### config.mk
export PLATFORM = sky130hd
export DESIGN_NAME = estimador_media
export DESIGN_NICKNAME = d
export VERILOG_FILES = /design/src/rtl/estimador_media.sv
export SDC_FILE = /design/constraint.sdc
export NUM_CORES = 1
export LEC_CHECK = 0
export ABC_AREA = 1
export ABC_CLOCK_PERIOD_IN_PS = 2330
export CORE_MARGIN = 2
export CORE_UTILIZATION = 50
export DETAILED_ROUTE_END_ITERATION = 10
export GPL_TIMING_DRIVEN = 0
export PLACE_DENSITY = 0.7
export SLEW_MARGIN = 20
export SYNTH_ARGS = -nofsm -noshare
export SYNTH_HDL_FRONTEND = slang
export SYNTH_SLANG_ARGS = --single-unit
### constraint.sdc
create_clock -name CLK -period 2.33 [get_ports CLK]
set_input_delay 0.3495 -clock CLK [delete_from_list [all_inputs] [get_ports CLK]]
set_output_delay 0.3495 -clock CLK [all_outputs]
set_load 0.005 [all_outputs]
### src/rtl/estimador_media.sv
// Block-statistics estimator: accumulates non-overlapping blocks of 2^LOG2N unsigned
// samples and reports the truncated mean, minimum and maximum of each block.
//
// state  | meaning
// ACUM   | accepting samples into the current block (IN_READY=1)
// SALIDA | block result presented, waiting for OUT_READY (OUT_VALID=1)
module estimador_media #(
   parameter int W     = 8,
   parameter int LOG2N = 3
) (
   input  logic         CLK,
   input  logic         RST,
   input  logic         IN_VALID,
   input  logic [W-1:0] IN_DATA,
   output logic         IN_READY,
   output logic         OUT_VALID,
   input  logic         OUT_READY,
   output logic [W-1:0] OUT_MEAN,
   output logic [W-1:0] OUT_MIN,
   output logic [W-1:0] OUT_MAX
);

   typedef enum logic {
      ACUM   = 1'b0,
      SALIDA = 1'b1
   } state_t;

   state_t               r_state;
   state_t               w_next;
   logic [LOG2N-1:0]     r_cnt;
   logic [W+LOG2N-1:0]   r_acc;
   logic [W-1:0]         r_min;
   logic [W-1:0]         r_max;
   logic [W-1:0]         r_mean;
   logic [W-1:0]         r_out_min;
   logic [W-1:0]         r_out_max;

   logic                 w_accept;
   logic                 w_first;
   logic                 w_last;
   logic [W+LOG2N-1:0]   w_sample_ext;
   logic [W+LOG2N-1:0]   w_sum;
   logic [W-1:0]         w_min;
   logic [W-1:0]         w_max;

   assign w_accept     = (r_state == ACUM) && IN_VALID;
   assign w_first      = (r_cnt == '0);
   assign w_last       = &r_cnt;
   assign w_sample_ext = {{LOG2N{1'b0}}, IN_DATA};

   // The first sample of a block overrides whatever the running registers hold.
   assign w_sum = w_first ? w_sample_ext : (r_acc + w_sample_ext);
   assign w_min = (w_first || (IN_DATA < r_min)) ? IN_DATA : r_min;
   assign w_max = (w_first || (IN_DATA > r_max)) ? IN_DATA : r_max;

   always_ff @(posedge CLK) begin
      if (RST) begin
         r_state <= ACUM;
      end else begin
         r_state <= w_next;
      end
   end

   always_comb begin
      w_next    = r_state;
      IN_READY  = 1'b0;
      OUT_VALID = 1'b0;
      case (r_state)
         ACUM: begin
            IN_READY = 1'b1;
            if (IN_VALID && w_last) begin
               w_next = SALIDA;
            end
         end
         SALIDA: begin
            OUT_VALID = 1'b1;
            if (OUT_READY) begin
               w_next = ACUM;
            end
         end
         default: w_next = ACUM;
      endcase
   end

   always_ff @(posedge CLK) begin
      if (RST) begin
         r_cnt     <= '0;
         r_acc     <= '0;
         r_min     <= '0;
         r_max     <= '0;
         r_mean    <= '0;
         r_out_min <= '0;
         r_out_max <= '0;
      end else if (w_accept) begin
         r_cnt <= r_cnt + 1'b1;
         r_acc <= w_sum;
         r_min <= w_min;
         r_max <= w_max;
         if (w_last) begin
            r_mean    <= w_sum[W+LOG2N-1:LOG2N];
            r_out_min <= w_min;
            r_out_max <= w_max;
         end
      end
   end

   assign OUT_MEAN = r_mean;
   assign OUT_MIN  = r_out_min;
   assign OUT_MAX  = r_out_max;

endmodule

Word-level counts from Yosys, hierarchy flattened
Index checks and enable logic that the tools add are counted.

operators by class
  add/subtract/negate cells = 2
  $lt $le $gt $ge = 2
  mux-type cells = 8
  bitwise gates (word level) = 1
  reductions and logical operators = 7

operator list
  cell                 number
  $mux 8               2
  $add 11x8->11        1
  $mux 11              1
  $gt 8x8->1           1
  $lt 8x8->1           1
  $mux 1               4
  $reduce_and 4->1     1
  $add 3x1->3 const B  1
  $logic_not 3->1      1
  $reduce_and 3->1     1
  $logic_and 1x1->1    2
  $logic_or 1x1->1     2
  $pmux 1 s2           1
  $not 1->1            1

word-level totals
  register bits after elaboration = 55
  input bits = 12
  output and inout bits = 26
  logic and storage cells = 28

Depth between registers and ports, before layout
  word-level depth = 4
  gate-level depth with buffers = 15
  gate-level depth less buffers = 15

Worst setup path before layout
No wires, ideal clock.

  path kind = input port to flip-flop
  from = input port IN_DATA[0]
  to = register r_mean[5] (netlist: OUT_MEAN[5])
  setup time = 119 ps
  data arrival time = 1575 ps
  slack = 635 ps
  stages on the path = 13
  buffers on the path = 0
  cells stage by stage = ha_1 inv_1 fa_1 inv_1 nand3_1 nand2_1 nand2_1 nand2_1 nand2_1 nand2_1 nand2_1 nand3_1 a21oi_1

on the way
  longest elaborated chain between the ends = 2

ends and longest elaborated chain
  element               line  source
  from (decl)           14    input logic [W-1:0] IN_DATA,
  $add 11x8->11         52    assign w_sum = w_first ? w_sample_ext : (r_acc + w_sample_ext);
  $mux 11               52
  to (signal assigned)  100   r_mean <= w_sum[W+LOG2N-1:LOG2N];
  to (decl)             34    logic [W-1:0] r_mean;

Every way passes these cells.
A chain may end at the register's enable or synchronous reset.

Final worst setup path
  from = input port IN_DATA[5]
  to = register r_max[6]

on the way
  longest elaborated chain between the ends = 3

ends and longest elaborated chain
  element               line  source
  $gt 8x8->1            54    assign w_max = (w_first || (IN_DATA > r_max)) ? IN_DATA : r_max;
  $logic_or 1x1->1      54
  $mux 8                54
  to (signal assigned)  98    r_max <= w_max;
  to (decl)             33    logic [W-1:0] r_max;

Every way passes these cells.

==> flow_summary.rst <==
.. list-table::
   :header-rows: 1

   * - Metric
     - Value
   * - Run status
     - finished clean
   * - Remaining global-route overflow
     - 0
   * - CP required
     - ~2.6 ns
   * - Flip-flop cell with the highest count after synthesis
     - sky130_fd_sc_hd__dfxtp_1
   * - Highest-count cells in the layout ignoring fill and taps
     - sky130_fd_sc_hd__nand2_1, sky130_fd_sc_hd__inv_1, sky130_fd_sc_hd__nand3_1
   * - Mean post-synth cell area
     - around 6.8 um^2
   * - Gate Count Post-Synth
     - 510
   * - Antenna violations before repair
     - 0
   * - Final cell count without fillers
     - 634
   * - Net total in the final layout
     - between 500 and 600
   * - Layout cells sized above 1
     - 8.30%
   * - Unrepaired setup endpoints after global routing
     - false
   * - Core box area
     - roughly 6800 um^2
   * - Cells on Worst Hold Path
     - 4
   * - Port bufs
     - 36
   * - Clock transition at the registers of the reported paths
     - 0.10 ns
   * - Worst-margin pin slew
     - roughly 0.5 ns
   * - Fmax
     - ~470 MHz
   * - Total power density per cell area
     - between 500 and 600 nW/um^2
   * - Count of filler cells inserted in the layout
     - between 600 and 700
   * - Number of sinks driven by the clock tree
     - 55
   * - Post-synth EDFFs
     - 0
   * - Number of max-slew violations in the final report
     - 0
   * - CTS tree
     - yes
   * - Max-capacitance violation count
     - 0
   * - Num ports
     - 38
   * - Post-detailed-placement half-perimeter wirelength
     - between 6000 and 7000 um
   * - Worst clock skew
     - just under 0.009 ns
   * - Final GP Congestion
     - ~0.84
   * - Worst setup path class
     - in -> reg
   * - Via density per instance
     - between 5 and 6
   * - Maximum VDD drop
     - between 200 and 250 uV
   * - Clock latency on the worst-skew pair
     - 0.32 ns
   * - Average wire per standard cell
     - between 10 and 15 um
   * - # DRC
     - 0
   * - Count of hold buffers inserted by post-cts repair
     - 0
   * - Share of the clock period used by the worst path
     - between 90% and 100%
   * - Post-CTS repair timing setup buffer count
     - 0
   * - Die X-Extent
     - approximately 87 um
   * - Most common cell after layout, fill and taps aside
     - sky130_fd_sc_hd__nand2_1
   * - Crit path launch type
     - input pin
   * - Worst-path cell with the longest stage delay
     - sky130_fd_sc_hd__clkdlybuf4s50_1
   * - CTS root buffer
     - sky130_fd_sc_hd__clkbuf_8
   * - Biggest cell delay along the critical path
     - ~0.71 ns
   * - Cells after DPL
     - 626
   * - Pin count of the biggest net entering global routing
     - 17
   * - Cell Chain, Critical Path
     - clkdlybuf4s50_1 -> ha_1 -> a21oi_1 -> nor2_1 -> nor2_1 -> nand2_1 -> nand2_2 -> nand2_2 -> nand2_1 -> nand3_1 -> nand2_1 -> inv_1
   * - Proportion of synthesized chip area in sequential cells
     - roughly a third
   * - Number of routed nets with antenna violations
     - 0
   * - Violation count after the first detailed-route iteration
     - 188
   * - Wire length of the first global-routing pass
     - 14,400 um
   * - Height of the die
     - ~87 um
   * - Total of warnings raised by yosys
     - 0
   * - Initial Utilization
     - roughly half
   * - Cell depth of the worst flop-to-flop path
     - 12
   * - Total number of vias
     - around 3,300
   * - Final design utilization
     - ~60%
   * - Number of library cell types mapped by synthesis
     - 36
   * - Final-report hold violation count
     - 0
   * - GRT Util Overall
     - roughly a quarter
   * - Setup-violating endpoint count in the final report
     - 0
   * - Combined area of all synthesized cells
     - roughly 3500 um^2
   * - Site Rows
     - 30
   * - Cell occurring most often along the worst timing path
     - sky130_fd_sc_hd__nand2_1
   * - Class of the tightest hold or removal check
     - in -> reg
   * - Total Negative Setup Slacks
     - 0 ns
   * - Area growth from synthesis to layout
     - 16.9%
   * - Synthesized netlist net count
     - ~550
   * - Die area
     - between 7000 and 8000 um^2
   * - Total detailed-routing wirelength
     - between 8000 and 9000 um
   * - Max clock buf depth
     - 2
   * - Number of levels in the clock H-tree
     - 2
   * - Crit path time final
     - approximately 2.1 ns
   * - Number of storage elements in the synthesis netlist
     - 55
   * - Drt pass-1 iters
     - 5
   * - Remaining max-slew budget at the tightest pin
     - approximately two thirds
   * - Share of synthesized flip-flops with an asynchronous set or reset
     - 0%
   * - Number of global-route vias before repair
     - 3,075
   * - Antenna Diode Count
     - 0
   * - LEAKAGE
     - 2.11 nW
   * - CP Data Arrival Time
     - around 2.4 ns
   * - Type of destination of the critical path
     - flop
   * - Number of buffers added by the clock tree synthesis step
     - 5
   * - CP max FO
     - 9
-- worst max-delay path: cells and delay by family --
family | cells | cell delay (ns)
fa+ha+maj | 1 | 0.32
compound gates | 1 | 0.13
buf+inv | 2 | 0.74
simple gates | 8 | 0.82
-- sequential cells by signal, indices dropped and copies added, names as in the netlist --
signal,count
OUT_MAX,8
r_state,1
r_max,8
r_min,8
OUT_MEAN,8
r_cnt,3
OUT_MIN,8
r_acc,11
-- synthesized netlist by cell type (2+ instances only) --
cell                         n  area, um^2
sky130_fd_sc_hd__a21oi_1    35         175
sky130_fd_sc_hd__clkbuf_4    2        15.0
sky130_fd_sc_hd__nand3_1    68         340
sky130_fd_sc_hd__buf_4       3        22.5
sky130_fd_sc_hd__nand2_8     2        40.0
sky130_fd_sc_hd__inv_2       2        7.51
sky130_fd_sc_hd__ha_1       26         325
sky130_fd_sc_hd__xnor2_1     2        17.5
sky130_fd_sc_hd__nand4_1     2        12.5
sky130_fd_sc_hd__nor2_1     67         251
sky130_fd_sc_hd__nand2_1   104         390
sky130_fd_sc_hd__clkbuf_8    7        96.3
sky130_fd_sc_hd__buf_6       2        22.5
sky130_fd_sc_hd__o21ai_0    17        85.1
sky130_fd_sc_hd__dfxtp_1    55        1100
sky130_fd_sc_hd__inv_1      83         312
sky130_fd_sc_hd__nand2_2    13        81.3
sky130_fd_sc_hd__buf_2       2        10.0
-- path summary, 6_finish.rpt --
| kind | start | end | slack [ns] |
|---|---|---|---|
| setup / recovery | IN_DATA[5] | r_max[6]$_SDFFE_PP0P_ | 0.20 |
| hold / removal | RST | r_acc[3]$_SDFFE_PP0P_ | 0.43 |
| setup reg to reg | r_acc[0]$_SDFFE_PP0P_ | r_acc[8]$_SDFFE_PP0P_ | 0.38 |
| hold reg to reg | r_cnt[1]$_SDFFE_PP0P_ | r_cnt[1]$_SDFFE_PP0P_ | 0.50 |
-- per-stage QoR --
stage	hold WS [ns]	cell area [um^2]	power, mW	setup WS, ns
2_1_floorplan	0.451	3460	1.48	0.635
6_report	0.429	4040	2.30	0.198
5_1_grt	0.469	4040	2.44	0.0237
4_1_cts	0.422	4040	2.31	0.0739
3_3_place_gp	0.470	3920	1.62	-0.195
3_5_place_dp	0.488	3920	1.64	-0.239
-- power by group --
group | internal, mW | switching, mW
registers | 0.990 | 0.0305
clock network | 0.349 | 0.327
logic | 0.228 | 0.377
total | 1.57 | 0.735
-- layout make-up --
class,instances,area [um^2],share of cell area [%]
sequential,55,1100,27.2
clock buffer,6,82.6,2.04
clock inverter,2,35.0,0.866
multi-input combinational,349,1840,45.5
buffer,19,191,4.73
tap,80,100,2.48
timing repair buffer,36,365,9.03
inverter,87,329,8.14
-- per-layer routing --
metal / share of wire (%) / GRT usage [%] / routed length, um
met4: 1.1 / 5.31 / 97
met1: 46 / 31.9 / 4070
met2: 48 / 41.8 / 4180
met5: 0 / 0 / 0
met3: 4.7 / 3.70 / 409
-- cells by family after synthesis --
| logic type | Yosys count | synth area share, % |
|---|---|---|
| DFF | 55 | 31.8 |
| xor gates and xnor gates | 3 | 0.760 |
| buffers and inverters | 106 | 15.1 |
| and+or+nand+nor | 262 | 33.8 |
| AOI/OAI and AO/OA | 57 | 8.61 |
| adders and majority gates | 27 | 9.99 |
-- timing repair --
item | 4_1_cts | 5_1_grt
endpoints found under the setup margin | 0 | 6
endpoints found under the hold margin | 0 | 0
resized for setup | 0 | 3
Power figures use the tool's default switching activity.
